File: config.mk
export PLATFORM = sky130hd
export DESIGN_NAME = ascon_perm_round_ctrl
export DESIGN_NICKNAME = d
export VERILOG_FILES = /design/src/rtl/ascon_perm_round_ctrl.sv
export SDC_FILE = /design/constraint.sdc
export NUM_CORES = 1
export LEC_CHECK = 0
export ABC_CLOCK_PERIOD_IN_PS = 3260
export BUFFER_PORTS_ARGS = -buffer_cell sky130_fd_sc_hd__buf_2
export CORE_AREA = 2 2 501 503
export CTS_BUF_LIST = sky130_fd_sc_hd__clkbuf_4
export CTS_CLUSTER_DIAMETER = 200
export CTS_CLUSTER_SIZE = 16
export DETAILED_ROUTE_END_ITERATION = 7
export DIE_AREA = 0 0 503 505
export GPL_TIMING_DRIVEN = 0
export PLACE_DENSITY = 0.32
export SLEW_MARGIN = 20
export SYNTH_ARGS = -nofsm -noshare
export SYNTH_HDL_FRONTEND = slang
export SYNTH_SLANG_ARGS = --single-unit
File: constraint.sdc
create_clock -name clk_i -period 3.26 [get_ports clk_i]
set_input_delay 0.489 -clock clk_i [delete_from_list [all_inputs] [get_ports clk_i]]
set_output_delay 0.489 -clock clk_i [all_outputs]
set_load 0.01 [all_outputs]
File: src/rtl/ascon_perm_round_ctrl.sv
// rtl/ascon_perm_round_ctrl.sv - iterative ASCON permutation engine driving an external 64-lane S-box LUT
// Optional ASCON_SBOX_PIPE_EN: flop the LUT address, splitting substitution into SUB_A/SUB_D.
module ascon_perm_round_ctrl (
    input  logic         clk_i,
    input  logic         rst_n_i,
    input  logic         in_valid_i,
    output logic         in_ready_o,
    input  logic [3:0]   rounds_i,
    input  logic [319:0] state_i,
    output logic         out_valid_o,
    input  logic         out_ready_i,
    output logic [319:0] state_o,
    output logic [319:0] sbox_addr_o,
    input  logic [319:0] sbox_data_i
);

`ifdef ASCON_SBOX_PIPE_EN
    typedef enum logic [2:0] {IDLE, SUB_A, SUB_D, LIN, DONE} fsm_t;
    localparam fsm_t FIRST_SUB = SUB_A;
`else
    typedef enum logic [1:0] {IDLE, SUB, LIN, DONE} fsm_t;
    localparam fsm_t FIRST_SUB = SUB;
`endif

    fsm_t         r_fsm;
    fsm_t         w_fsm_nxt;
    logic [319:0] r_state;
    logic [3:0]   r_round;
    logic [7:0]   w_const;
    logic [319:0] w_state_c;
    logic [319:0] w_addr;
    logic [319:0] w_unsliced;
    logic [319:0] w_lin;
    logic [3:0]   w_rounds_sat;

    function automatic logic [63:0] ror(input logic [63:0] x, input int n);
        return (x >> n) | (x << (64 - n));
    endfunction

    // Word k, bit i lands in lane i at position 4-k so that x0 is the lane MSB.
    function automatic logic [319:0] slice(input logic [319:0] s);
        logic [319:0] a;
        a = '0;
        for (int i = 0; i < 64; i++)
            for (int k = 0; k < 5; k++)
                a[5*i + 4 - k] = s[64*k + i];
        return a;
    endfunction

    function automatic logic [319:0] unslice(input logic [319:0] a);
        logic [319:0] s;
        s = '0;
        for (int i = 0; i < 64; i++)
            for (int k = 0; k < 5; k++)
                s[64*k + i] = a[5*i + 4 - k];
        return s;
    endfunction

    assign w_const      = {4'd15 - r_round, r_round};
    assign w_state_c    = r_state ^ {128'd0, 56'd0, w_const, 128'd0};
    assign w_addr       = slice(w_state_c);
    assign w_unsliced   = unslice(sbox_data_i);
    assign w_rounds_sat = (rounds_i == 4'd0 || rounds_i > 4'd12) ? 4'd12 : rounds_i;
    assign state_o      = r_state;

    always_comb begin
        w_lin[63:0]    = r_state[63:0]    ^ ror(r_state[63:0], 19)    ^ ror(r_state[63:0], 28);
        w_lin[127:64]  = r_state[127:64]  ^ ror(r_state[127:64], 61)  ^ ror(r_state[127:64], 39);
        w_lin[191:128] = r_state[191:128] ^ ror(r_state[191:128], 1)  ^ ror(r_state[191:128], 6);
        w_lin[255:192] = r_state[255:192] ^ ror(r_state[255:192], 10) ^ ror(r_state[255:192], 17);
        w_lin[319:256] = r_state[319:256] ^ ror(r_state[319:256], 7)  ^ ror(r_state[319:256], 41);
    end

    always_ff @(posedge clk_i or negedge rst_n_i) begin
        if (!rst_n_i)
            r_fsm <= IDLE;
        else
            r_fsm <= w_fsm_nxt;
    end

    always_comb begin
        w_fsm_nxt   = r_fsm;
        in_ready_o  = 1'b0;
        out_valid_o = 1'b0;
        case (r_fsm)
            IDLE: begin
                in_ready_o = 1'b1;
                if (in_valid_i)
                    w_fsm_nxt = FIRST_SUB;
            end
`ifdef ASCON_SBOX_PIPE_EN
            SUB_A:   w_fsm_nxt = SUB_D;
            SUB_D:   w_fsm_nxt = LIN;
`else
            SUB:     w_fsm_nxt = LIN;
`endif
            LIN:     w_fsm_nxt = (r_round == 4'd11) ? DONE : FIRST_SUB;
            DONE: begin
                out_valid_o = 1'b1;
                if (out_ready_i)
                    w_fsm_nxt = IDLE;
            end
            default: w_fsm_nxt = IDLE;
        endcase
    end

    always_ff @(posedge clk_i or negedge rst_n_i) begin
        if (!rst_n_i) begin
            r_state <= '0;
            r_round <= '0;
        end else begin
            case (r_fsm)
                IDLE: if (in_valid_i) begin
                    r_state <= state_i;
                    r_round <= 4'd12 - w_rounds_sat;
                end
`ifdef ASCON_SBOX_PIPE_EN
                SUB_D:   r_state <= w_unsliced;
`else
                SUB:     r_state <= w_unsliced;
`endif
                LIN: begin
                    r_state <= w_lin;
                    r_round <= r_round + 4'd1;
                end
                default: ;
            endcase
        end
    end

`ifdef ASCON_SBOX_PIPE_EN
    logic [319:0] r_addr;

    // Reset value matches what the combinational path shows for a zero state at round 0.
    always_ff @(posedge clk_i or negedge rst_n_i) begin
        if (!rst_n_i)
            r_addr <= slice({128'd0, 56'd0, 8'hF0, 128'd0});
        else if (r_fsm == SUB_A)
            r_addr <= w_addr;
    end

    assign sbox_addr_o = r_addr;
`else
    assign sbox_addr_o = w_addr;
`endif

endmodule

Yosys cells after proc, flatten, opt, wreduce, memory -nomap -nowiden
Cells that the tools add are included.
- output and inout port bits: 642
- input port bits: 648
- logic and storage cells: 53
- register bits: 326
- reductions and logical operators: 8
- order comparisons: 1
- bitwise logic cells: 21
- add/sub/neg operators: 3
- eq/ne operators: 6
- multiplexer cells: 11
- operator list (kind ; number):
    one-hot mux 320 bit (3 select lines) ; 1
    bitwise XOR 64 bit ; 10
    2-to-1 mux 320 bit ; 1
    bitwise XOR 320 x 136 -> 320 bit ; 1
    OR 23 x 64 -> 64 bit ; 1
    OR 25 x 64 -> 64 bit ; 1
    OR 3 x 64 -> 64 bit ; 1
    OR 36 x 64 -> 64 bit ; 1
    OR 45 x 64 -> 64 bit ; 1
    OR 47 x 64 -> 64 bit ; 1
    OR 54 x 64 -> 64 bit ; 1
    OR 57 x 64 -> 64 bit ; 1
    OR 58 x 64 -> 64 bit ; 1
    OR 63 x 64 -> 64 bit ; 1
    2-to-1 mux 4 bit ; 2
    one-hot mux 2 bit (4 select lines) ; 1
    one-hot mux 4 bit (2 select lines) ; 1
    subtractor 4 bit, first input constant ; 2
    2-to-1 mux 2 bit ; 3
    AND reduction 2 bit ; 3
    adder 4 x 1 -> 4 bit, second input constant ; 1
    equality test 2 bit, second input constant ; 2
    equality test 4 bit, second input constant ; 1
    greater-than comparator 4 bit, second input constant ; 1
    other kinds (8) ; 10

Logic depth before layout (Yosys ltp)
- word-level depth: 6
- mapped depth: 10
- mapped depth without buffers: 6

Least setup slack after synthesis
Ideal clock, no wire load.
- path kind: register to register
- start point: reg r_fsm[0]
- end point: reg r_round[3]
- buffers on the path: 0
- slack: 1.471 ns
- cell stages (with the launch flop): 7
- arrival time: 1.671 ns
- cell sequence: dfrtp_1 inv_1 ha_1 mux2i_1 nor3_1 a21o_1 a21o_1
- longest elaborated chain between the ends: 3
- elaborated cells on any way between the ends: 6
- classes of those cells: eq/ne (2); mux (1); reduce/logical (3)
- ends and longest elaborated chain (what ; line ; source):
    start: declaration ; 25 ; fsm_t r_fsm;
    start signal: assignment ; 78 ; r_fsm <= w_fsm_nxt;
    equality test 2 bit / zero test 2 bit (equally long branches) ; 112 ; case (r_fsm)
    nonzero test 2 bit (no line) / != test 2 bit (equally long branches) ; -- ;
    AND reduction 2 bit (no line) ; -- ;
    end signal: assignment ; 115 ; r_round <= 4'd12 - w_rounds_sat;
    end signal: assignment ; 124 ; r_round <= r_round + 4'd1;
    end: declaration ; 28 ; logic [3:0] r_round;
Parallel ways exist; a longest one is shown, timed or not.
A chain may end at the register's enable or synchronous reset.

Final worst setup path
- start point: reg r_fsm[1]
- end point: reg r_state[51], in the netlist state_o[51]
- longest elaborated chain between the ends: 3
- elaborated cells on any way between the ends: 7
- classes of those cells: eq/ne (3); mux (1); reduce/logical (3)
- ends and longest elaborated chain (what ; line ; source):
    equality test 2 bit (tied with other cells) ; 112 ;
    nonzero test 3 bit (no line) / != test 2 bit (equally long branches) ; -- ;
    AND reduction 2 bit (no line) ; -- ;
    end signal: assignment ; 114 ; r_state <= state_i;
    end signal: assignment ; 120 ; SUB: r_state <= w_unsliced;
    end signal: assignment ; 123 ; r_state <= w_lin;
    end: declaration ; 27 ; logic [319:0] r_state;
Parallel ways exist; a longest one is shown, timed or not.

==> metrics.txt <==
Psw 0.03429 W; Tot Pwr 0.06042 W; total number of H-tree levels 1; die span in y 505 um; HPWL Detailed 187.5 mm; clock sink count 326; Cell Rows 183; peak supply drop 776.6 uV; worst hold endpoint state_o[6]$_DFFE_PN0P_; final setup fails 0; initial antenna violation count 75; leak pwr 18.00 nW; CP Capture Type register; CTS clock-pin slew for the worst setup and hold paths 0.24 ns; CP required 4.31 ns; GRT Residual Overflow 0; post-synth top area cell dfrtp_1; Mapped Area 25090 sq um; R2R cell count 9; Max Clock Freq 324.8 MHz; Nets 5462; Root Driver clkbuf_4; Critical Path Fanout Max 10; sequential share of power 23.8%; CTS max path bufs 3; PwrDens 1411 nW/um^2; WL/cell 28.14 um; vias post-DR 31.28k; clk_skew 0.03287 ns; Tightest Pin Transition 1.051 ns; post-route cell area 42830 sq um; Clock Power Share 3.8%; Hold Path Origin state_i[6]; synth top area cells dfrtp_1 (33%), xnor2_1 (22%), a221oi_1 (11%); fin. max-slew vios 0; r2r startpoint r_fsm[1]$_DFFE_PN0P_; share of total power in combinational logic 72.4%; number of global-route vias before repair 31.83k; Worst-Skew Late Latency 1.10 ns; Worst Path Arrival 4.13 ns; Detail Route Antenna Nets 0; CTS Buf Count 24; top cell type's share of synthesized area 32.52%; Crit Path Class register to register; outcome finished clean; Max-slew headroom 29.44%; Yosys cell types 32; Die Wd 503 um; Global Route Usage Sum 17.29%; Final min period 3.079 ns; final WL 230.4 mm; Placed Area 35890 sq um; reg-to-reg endpoint state_o[51]$_DFFE_PN0P_; # DRC 0; Initial Util 10.11%; final hold violation count 0; Pint 0.02612 W; core box area 248200 sq um; final period utilization 94.44%; Max Cap Viol 0; Die Area 254000 sq um; initial drt markers 2074; Avg Vias per Cell 3.820; layout cells sized above 1 36.41%; RSZ-0062 raised after global routing false; Net Count, Synth 3488; Hold Crit Depth 4; critical path startpoint category register; # IOs 1290; #FFs+latches synth 326; routability cong. 0.9379; TritonCTS clock tree built; setup_tns 0 ns; Synth-to-Final Area Change 70.75%; DR pass1 iterations 5; global-route wire length before repair 301.3 mm; HP Class primary input to register; sequential area share after synthesis 32.52%; syn avg cell area 8.852 sq um; Synth Instances 2834; number of I/O port buffers 1289; R2R setup slack 0.18 ns; Sw Ratio 56.76%; YS warnings 0; largest net degree at the start of global routing 73
[cell usage in the layout (no fill, tap or decap), types with 3 or more instances in the layout]
cell type	instances
a221oi_1	319
buf_16	5
buf_2	1301
buf_4	319
buf_6	66
clkbuf_1	115
clkbuf_2	20
clkbuf_4	26
dfrtp_1	325
diode_2	50
dlygate4sd3_1	653
ha_1	6
mux2i_1	3
nand2_1	326
nor2_1	3
nor2b_1	3
o21ai_0	190
o21ai_1	452
xnor2_1	642
xor2_1	6
[repair_timing]
action                                  in CTS  in global routing
setup buffers                                2                  0
endpoints found under the hold margin      512                  0
pin swaps                                    1                  0
hold buffers                               654                  0
cloned                                       0                  0
resized for setup                            2                 26
endpoints found under the setup margin       8                 58
[power by group through the flow]
stage | clock (W) | sequential (W) | combinational, W
floorplan | 0 | 0.0106 | 0.0256
global placement | 0 | 0.0144 | 0.0417
detailed placement | 0 | 0.0144 | 0.0417
CTS | 0.00244 | 0.0144 | 0.0440
global route | 0.00252 | 0.0145 | 0.0473
finish | 0.00231 | 0.0144 | 0.0437
[final cells by class]
class / instances / area, sq um
Timing Repair Buffer: 1951 / 13190
Multi-Input combinational cell: 1969 / 13210
Buffer: 533 / 3742
Clock buffer: 25 / 187.7
Inverter: 3 / 11.26
Clock inverter: 2 / 38.79
Antenna cell: 50 / 125.1
Fill cell: 28520 / 205400
Sequential cell: 326 / 8159
Tap cell: 3330 / 4167
[cells in the mapped netlist]
cell type	count
o21a_1	1
xnor2_1	644
nand2_1	326
nand2_2	1
nor3_1	2
clkbuf_1	138
buf_2	14
nand4b_1	1
mux2_2	1
o311ai_0	1
o22ai_1	1
ha_1	6
a221oi_1	320
nor2_1	3
buf_8	1
mux2i_1	3
a31oi_1	1
a21o_1	2
dfrtp_1	326
buf_4	317
buf_6	66
inv_1	2
o21ai_4	1
o21ai_0	190
xor2_1	6
nand3_1	1
o41ai_1	1
nor3b_1	1
nor2b_1	3
inv_2	1
o21ai_1	452
a21oi_1	1
[metal layers]
layer	up-vias	wire length [um]	track usage (%)	part of all wire, %
li1	13700	-	-	-
met1	15680	92630	20.54	40
met2	1545	110400	29.74	48
met3	339	15400	3.557	6.7
met4	20	11800	7.704	5.1
met5	-	125	0	0.054
[stage by stage]
step	hold slack (ns)	instances	setup slack (ns)	utilization, %
finish	0.1626	8189	0.1811	17.26
global route	0.09732	8169	0.01689	17.24
CTS	0.03803	8139	0.02305	17.20
detailed placement	0.4925	7459	-0.1343	14.46
global placement	0.5373	7453	-6.929	14.38
floorplan	0.1934	2834	1.471	-
[registers in the layout, indices dropped and copies added (netlist names)]
signal and count:
state_o 320, r_round 4, r_fsm 2
[logic make-up after synthesis]
group,after synthesis,synth area share (%)
and+or+nand+nor,338,5.147
buffers and inverters,539,14.90
DFF,326,32.52
xor gates and xnor gates,650,22.69
AOI/OAI and AO/OA,971,24.28
muxes,4,0.1646
adders and majority gates,6,0.2993
[worst max path at each step]
stage                                    start                  endpoint  slack (ns)  cells past startpoint
final                     r_fsm[1]$_DFFE_PN0P_   state_o[51]$_DFFE_PN0P_        0.18                      9
after global routing      r_fsm[0]$_DFFE_PN0P_   state_o[60]$_DFFE_PN0P_        0.02                     11
after CTS                 r_fsm[0]$_DFFE_PN0P_   state_o[77]$_DFFE_PN0P_        0.02                      7
after detailed placement  r_fsm[1]$_DFFE_PN0P_  state_o[232]$_DFFE_PN0P_       -0.13                      7
after global placement                 rst_n_i  state_o[152]$_DFFE_PN0P_       -6.93                      1
after floorplan           r_fsm[0]$_DFFE_PN0P_    r_round[3]$_DFFE_PN0P_        1.47                      6
[worst max-delay path: stages, from the launching register on]
cell and delay [ns]:
dfrtp_1 0.47, inv_1 0.09, ha_1 0.28, clkbuf_4 0.29, clkbuf_2 0.25, buf_12 0.20, clkbuf_1 0.52, o21ai_1 0.18
o21ai_1 0.15, dlygate4sd3_1 0.56
No activity file was read; power rests on OpenSTA's default activity.
